[src/rtl/id_ctrl_stage.sv]
// Registered decode/control stage: decodes the IF/ID instruction into the EX control bundle and
// inserts load-use bubbles. Define ID_UTYPE_EN to decode lui/auipc; otherwise they are illegal.
module id_ctrl_stage #(
  parameter int unsigned XLEN             = 32,
  parameter int unsigned LOAD_USE_BUBBLES = 1
) (
  input  logic            clk,
  input  logic            rst_n,
  input  logic            in_valid,
  output logic            in_ready,
  input  logic [31:0]     in_instr,
  input  logic [XLEN-1:0] in_pc,
  input  logic            flush,
  input  logic            out_ready,
  output logic            out_valid,
  output logic            RegWrite,
  output logic            MemWrite,
  output logic            MemRead,
  output logic            ALUSrc,
  output logic            Branch,
  output logic [2:0]      ImmSrc,
  output logic [1:0]      ALUOp,
  output logic [1:0]      ResultSrc,
  output logic [1:0]      Jump,
  output logic [4:0]      out_rs1,
  output logic [4:0]      out_rs2,
  output logic [4:0]      out_rd,
  output logic [XLEN-1:0] out_pc,
  output logic [31:0]     out_instr,
  output logic            illegal
);

  localparam logic [6:0] OpLoad   = 7'b0000011;
  localparam logic [6:0] OpStore  = 7'b0100011;
  localparam logic [6:0] OpReg    = 7'b0110011;
  localparam logic [6:0] OpBranch = 7'b1100011;
  localparam logic [6:0] OpImm    = 7'b0010011;
  localparam logic [6:0] OpJal    = 7'b1101111;
  localparam logic [6:0] OpJalr   = 7'b1100111;
`ifdef ID_UTYPE_EN
  localparam logic [6:0] OpLui    = 7'b0110111;
  localparam logic [6:0] OpAuipc  = 7'b0010111;
`endif

  typedef struct packed {
    logic            valid;
    logic            reg_write;
    logic [2:0]      imm_src;
    logic            alu_src;
    logic            mem_write;
    logic            mem_read;
    logic [1:0]      result_src;
    logic            branch;
    logic [1:0]      alu_op;
    logic [1:0]      jump;
    logic            ill;
    logic [4:0]      rs1;
    logic [4:0]      rs2;
    logic [4:0]      rd;
    logic [XLEN-1:0] pc;
    logic [31:0]     instr;
  } bundle_t;

  bundle_t    dec, out_d, out_q;
  logic       use_rs1, use_rs2;
  logic       adv, hazard, xfer;
  logic [4:0] ld_rd_d, ld_rd_q;
  logic [1:0] cnt_d, cnt_q;

  always_comb begin
    dec     = '0;
    use_rs1 = 1'b0;
    use_rs2 = 1'b0;
    case (in_instr[6:0])
      OpLoad: begin
        dec.reg_write  = 1'b1;
        dec.alu_src    = 1'b1;
        dec.mem_read   = 1'b1;
        dec.result_src = 2'b01;
        use_rs1        = 1'b1;
      end
      OpStore: begin
        dec.imm_src   = 3'b001;
        dec.alu_src   = 1'b1;
        dec.mem_write = 1'b1;
        use_rs1       = 1'b1;
        use_rs2       = 1'b1;
      end
      OpReg: begin
        dec.reg_write = 1'b1;
        dec.alu_op    = 2'b10;
        use_rs1       = 1'b1;
        use_rs2       = 1'b1;
      end
      OpBranch: begin
        dec.imm_src = 3'b010;
        dec.branch  = 1'b1;
        dec.alu_op  = 2'b01;
        dec.jump    = 2'b01;
        use_rs1     = 1'b1;
        use_rs2     = 1'b1;
      end
      OpImm: begin
        dec.reg_write = 1'b1;
        dec.alu_src   = 1'b1;
        dec.alu_op    = 2'b10;
        use_rs1       = 1'b1;
      end
      OpJal: begin
        dec.reg_write  = 1'b1;
        dec.imm_src    = 3'b011;
        dec.result_src = 2'b10;
        dec.jump       = 2'b01;
      end
      OpJalr: begin
        dec.reg_write  = 1'b1;
        dec.alu_src    = 1'b1;
        dec.result_src = 2'b10;
        dec.jump       = 2'b10;
        use_rs1        = 1'b1;
      end
`ifdef ID_UTYPE_EN
      OpLui: begin
        dec.reg_write = 1'b1;
        dec.imm_src   = 3'b100;
        dec.alu_src   = 1'b1;
      end
      OpAuipc: begin
        dec.reg_write  = 1'b1;
        dec.imm_src    = 3'b100;
        dec.result_src = 2'b11;
      end
`endif
      default: dec.ill = 1'b1;
    endcase
    dec.valid = 1'b1;
    dec.rs1   = use_rs1 ? in_instr[19:15] : 5'd0;
    dec.rs2   = use_rs2 ? in_instr[24:20] : 5'd0;
    dec.rd    = dec.reg_write ? in_instr[11:7] : 5'd0;
    dec.pc    = in_pc;
    dec.instr = in_instr;
  end

  // Unused sources are already zeroed, so they never match a non-zero ld_rd.
  assign hazard   = in_valid && (cnt_q != 2'd0) && (ld_rd_q != 5'd0) &&
                    ((dec.rs1 == ld_rd_q) || (dec.rs2 == ld_rd_q));
  assign adv      = !out_q.valid || out_ready;
  assign in_ready = adv && !flush && !hazard;
  assign xfer     = in_valid && in_ready;

  always_comb begin
    out_d   = out_q;
    cnt_d   = cnt_q;
    ld_rd_d = ld_rd_q;
    if (flush) begin
      out_d = '0;
      cnt_d = 2'd0;
    end else if (adv) begin
      out_d = xfer ? dec : '0;
      if (xfer && (in_instr[6:0] == OpLoad) && (in_instr[11:7] != 5'd0)) begin
        ld_rd_d = in_instr[11:7];
        cnt_d   = 2'(LOAD_USE_BUBBLES);
      end else if (cnt_q != 2'd0) begin
        cnt_d = cnt_q - 2'd1;
      end
    end
  end

  always_ff @(posedge clk) begin
    if (!rst_n) begin
      out_q   <= '0;
      cnt_q   <= 2'd0;
      ld_rd_q <= 5'd0;
    end else begin
      out_q   <= out_d;
      cnt_q   <= cnt_d;
      ld_rd_q <= ld_rd_d;
    end
  end

  assign out_valid = out_q.valid;
  assign RegWrite  = out_q.reg_write;
  assign MemWrite  = out_q.mem_write;
  assign MemRead   = out_q.mem_read;
  assign ALUSrc    = out_q.alu_src;
  assign Branch    = out_q.branch;
  assign ImmSrc    = out_q.imm_src;
  assign ALUOp     = out_q.alu_op;
  assign ResultSrc = out_q.result_src;
  assign Jump      = out_q.jump;
  assign out_rs1   = out_q.rs1;
  assign out_rs2   = out_q.rs2;
  assign out_rd    = out_q.rd;
  assign out_pc    = out_q.pc;
  assign out_instr = out_q.instr;
  assign illegal   = out_q.ill;

endmodule

[config.mk]
export PLATFORM = sky130hd
export DESIGN_NAME = id_ctrl_stage
export DESIGN_NICKNAME = d
export VERILOG_FILES = /design/src/rtl/id_ctrl_stage.sv
export SDC_FILE = /design/constraint.sdc
export NUM_CORES = 1
export LEC_CHECK = 0
export CAP_MARGIN = 20
export CORE_UTILIZATION = 45
export DETAILED_ROUTE_END_ITERATION = 7
export HOLD_SLACK_MARGIN = 0.15
export MAX_ROUTING_LAYER = met4
export PLACE_DENSITY = 0.83
export SLEW_MARGIN = 30
export SYNTH_ARGS = -nofsm -noshare
export SYNTH_HDL_FRONTEND = slang
export SYNTH_SLANG_ARGS = --single-unit
export TNS_END_PERCENT = 50
[constraint.sdc]
create_clock -name clk -period 3.3 [get_ports clk]
set_input_delay 0.495 -clock clk [delete_from_list [all_inputs] [get_ports clk]]
set_output_delay 0.495 -clock clk [all_outputs]
set_load 0.05 [all_outputs]
# Word level (Yosys, flattened, before mapping)
# Cells that the tools add are included.
# totals
reg_bits	102
elab_cells	76
output_inout_bits	96
# classes
mux	18
n_reduce_logical	28
add_sub_neg	1
eq_ne	9
n_bitwise	2
# op_table
cell	count
$mux W95	1
$eq A7 B7 Y1 const B	3
$mux W5	3
$eq A7 B6 Y1 const B	2
$pmux W2 S2	3
$eq A5 B5 Y1	2
$reduce_bool A5 Y1	2
$logic_and A1 B1 Y1	8
$mux W1	8
$reduce_or A2 Y1	4
$eq A7 B2 Y1 const B	1
$eq A7 B5 Y1 const B	1
$reduce_or A7 Y1	1
$pmux W2 S3	1
$reduce_or A6 Y1	1
$reduce_or A5 Y1	1
$mux W2	2
$reduce_bool A2 Y1	2
$reduce_or A4 Y1	1
$logic_not A1 Y1	3
$reduce_and A3 Y1	1
$reduce_or A3 Y1	1
$logic_or A1 B1 Y1	2
$not A1 Y1	2
other kinds (2)	2

# Longest topological paths before layout
# logic_depth
depth_word	14
mapped_depth	10
ltp_nobuf	7

# Least setup slack after synthesis
# OpenSTA, ideal clock, no wires.
# synth_timing
kind	input port to output port
from	in in_instr[3]
to	out in_ready
arrival_time_ps	2089
path_buffers	0
setup_slack_ps	716
cell_stages	6
cell_sequence	nand3b_1 > a21oi_2 > o221ai_1 > nand4_1 > a21oi_1 > a21boi_1
# synth_via
elab_chain_len	9
elab_cells_between_ends	18
classes_between	8 x eq/ne; 4 x mux; 6 x reduce/logical
# synth_rtl
element	line	source
start: declaration	11	input logic [31:0] in_instr,
$eq A7 B2 Y1 (tied with other cells)	74	case (in_instr[6:0])
$reduce_or A6 Y1 (no line) / $reduce_or A3 Y1 (equally long branches)	--	
$mux W1	74	
$mux W5, on equally long branches	137, 138	
$eq A5 B5 Y1	146	((dec.rs1 == ld_rd_q) || (dec.rs2 == ld_rd_q));
$logic_or A1 B1 Y1 (*)	146	
$logic_and A1 B1 Y1 (*)	145	assign hazard = in_valid && (cnt_q != 2'd0) && (ld_rd_q != 5'd0) &&
$logic_not A1 Y1 (*)	148	assign in_ready = adv && !flush && !hazard;
$logic_and A1 B1 Y1 (*)	148	
end: declaration	10	output logic in_ready,
# Mark *: on every way between the ends. The rest lies on a longest branch, timed or not.

# Final worst setup path
# layout_timing
from	in in_instr[4]
to	out in_ready
# The elaborated chain is that of the path after synthesis.

==> metrics.cfg <==
[route]
finalWirelength_um = 10840
detail_route.vias_per_cell = 5.474
drt_iter0_markers = 260
routedWlPerCell_um = 15.83
antenna_left = 0
drc = 0
drtPass1Iterations = 5
vias = 3750

[layout]
syn2layout_area_growth_pct = 50.34
diodes = 0
regArea_um2 = 1982
multiInputGateArea_um2 = 1722
nNetsFinal = 645
fillers = 652
drive_above_1_share_pct = 5.172

[cts]
root_buffer = clkbuf_8
cts_setup_buffers = 0
cts_buffers = 9
cts_sinks = 99
ctsLongestPathBuffers = 2
cts_hold_buf = 0
clock_latency_ns = 0.35
cts_tree = done
post_cts_resized = 0
clk_pin_slew_ns = 0.10
cts_max_level = 3

[die]
io_pins = 165
die_area_um2 = 8952
core.rowCount = 33
die_w_um = 94.62
core_um2 = 8258
initial_core_util_pct = 46.74
die_y_um = 94.62

[critical_path]
critPathRequiredTime_ns = 2.80
reg2regPathDepth = 8
worstReg2RegStart = ld_rd_q[3]
rrSetupSlack_ns = 1.12
start_kind = primary input
startpoint = in_instr[4]
cp-endpoint = in_ready
worst_ep_arrival_time_ns = 2.56
path_max_fanout = 8
worstSetupEndpointType = primary output
reg2reg_to = out_rs1[3]
criticalPathCategory = in -> out

[synthesis]
synthArstFlopShare_pct = 0
synth-edff-count = 0
avgSynthCellArea_um2 = 9.019
synth_nets = 498
ys_seq_elements = 99
synth_top_area_share_pct = 51.35
syn-cell-area_um2 = 3860
synth_area_leaders = dfxtp_1 (51%), a22oi_1 (13%), nor2_1 (8.9%), a32oi_1 (2.9%), a21oi_1 (2.3%)
ys_types = 46
synth_flop_cell = dfxtp_1
synth-seq-area-share_pct = 51.35
ys_warn_count = 0
synth_cells = 428
synth_area_leader_cell = dfxtp_1

[power]
total_power_mw = 2.382
vdd_drop_max_mv = 0.2924
p_per_area_nw_per_um2 = 410.5
power.leakage_nw = 1.986

[sta]
slew_headroom_pct = 36.65
fin_crit_ns = 3.051
max_freq_mhz = 327.7
setup_viol = 0
drv_slew = 0
grt_setup_unrepaired = no
hold_viol = 0
worst_pin_slew_ns = 0.9502
final.period_utilization_pct = 92.47
fin_skew_ns = 0.01373
tns_ns = 0

[global_routing]
grt_usage_pct = 24.25
grt_max_degree = 96
grt_pass1_wl_um = 16650
grt_pass1_vias = 3474
antenna_found_initial = 0
overflow = 0

[outcome]
outcome = completed

[placement]
dp_hpwl_um = 7558
io_buffer_count = 163
place_congestion = 0.8347

[worst_hold_path]
min_path_type = reg -> reg

[flow_run]
drv_cap = 0

kinds of logic after synthesis:
group,count (synthesis),share of synthesized area (%)
buf+inv,40,4.635
other cells,1,0.09715
xor+xnor,4,0.9078
fa+ha+maj,1,0.3241
compound gates,138,25.96
simple gates,145,16.73
flops,99,51.35
layout by cell type (no fill, tap or decap), drive strengths merged, types with 3 or more instances in the layout:
cell           instances
clkdlybuf4s50        162
a32oi                 13
inv                    7
nand2                 17
dfxtp                 99
o2bb2ai                3
nor3                   6
nor2                  92
and2                   3
nand2b                 4
xnor2                  3
buf                    8
nand3                  7
a21oi                 19
o211ai                10
o21ai                 10
clkbuf                11
a22oi                 68
area by class of cell:
| cell class | count | share of cell area, % |
|---|---|---|
| Timing Repair Buffer | 170 | 29.62 |
| Clock buffer | 11 | 2.436 |
| Multi-Input combinational cell | 289 | 29.67 |
| Tap cell | 105 | 2.264 |
| Sequential cell | 99 | 34.15 |
| Clock inverter | 5 | 1.466 |
| Inverter | 6 | 0.3881 |
worst min-delay path by stage:
stage / startpoint / to / slack, ns / depth (start not counted)
finish: ResultSrc[1] / ResultSrc[1] / 0.46 / 2
global route: ImmSrc[1] / ImmSrc[1] / 0.49 / 2
CTS: out_rd[0] / out_rd[0] / 0.46 / 2
detailed placement: out_rd[0] / out_rd[0] / 0.45 / 2
global placement: ResultSrc[1] / ResultSrc[1] / 0.44 / 2
floorplan: cnt_q[1] / cnt_q[1] / 0.46 / 2
synthesized netlist by cell type (all sizes together), types with 3 or more instances:
| cell type | n |
|---|---|
| o211ai | 10 |
| dfxtp | 99 |
| inv | 6 |
| xnor2 | 3 |
| nand3 | 7 |
| nor3 | 6 |
| nor2 | 92 |
| buf | 17 |
| clkbuf | 17 |
| and2 | 3 |
| a32oi | 13 |
| a22oi | 68 |
| nand2b | 4 |
| o2bb2ai | 3 |
| o21ai | 10 |
| nand2 | 17 |
| a21oi | 19 |
metal layers:
| metal | vias to the layer above | GRT usage (%) | wire (um) |
|---|---|---|---|
| met5 | - | - | 0 |
| met4 | 0 | 7.071 | 146 |
| met3 | 10 | 5.878 | 824 |
| met2 | 129 | 38.97 | 5159 |
| met1 | 1767 | 30.16 | 4713 |
| li1 | 1844 | - | - |
flip-flops by register name, indices dropped and copies added (netlist names), 5 cells and up:
| signal | flops |
|---|---|
| out_instr | 32 |
| out_pc | 32 |
| ld_rd_q | 5 |
| out_rd | 5 |
| out_rs1 | 5 |
| out_rs2 | 5 |
stage by stage:
stage	worst slack (ns)	instances	utilization, %	cell area, um^2	hold WS, ns
3_3_place_gp	0.2654	669	67.53	5577	0.4426
4_1_cts	0.2584	685	70.27	5803	0.4612
6_report	0.2486	685	70.27	5803	0.4622
2_1_floorplan	0.7158	428	-	3860	0.4606
5_1_grt	0.07932	685	70.27	5803	0.4852
3_5_place_dp	0.1946	669	67.53	5577	0.4482
power by group:
| part | total [mW] | internal [mW] | switching, mW |
|---|---|---|---|
| logic | 0.298 | 0.133 | 0.165 |
| clock network | 0.868 | 0.453 | 0.415 |
| registers | 1.22 | 1.21 | 0.00784 |
| total | 2.38 | 1.79 | 0.588 |
critical path, cell delays in order:
cell             delay [ns]
clkdlybuf4s50_1        0.55
nand3b_1               0.29
a21oi_2                0.35
o2bb2ai_1              0.18
nand4_1                0.21
a21oi_1                0.20
a21boi_1               0.12
buf_12                 0.16
No activity file was read; power rests on OpenSTA's default activity.
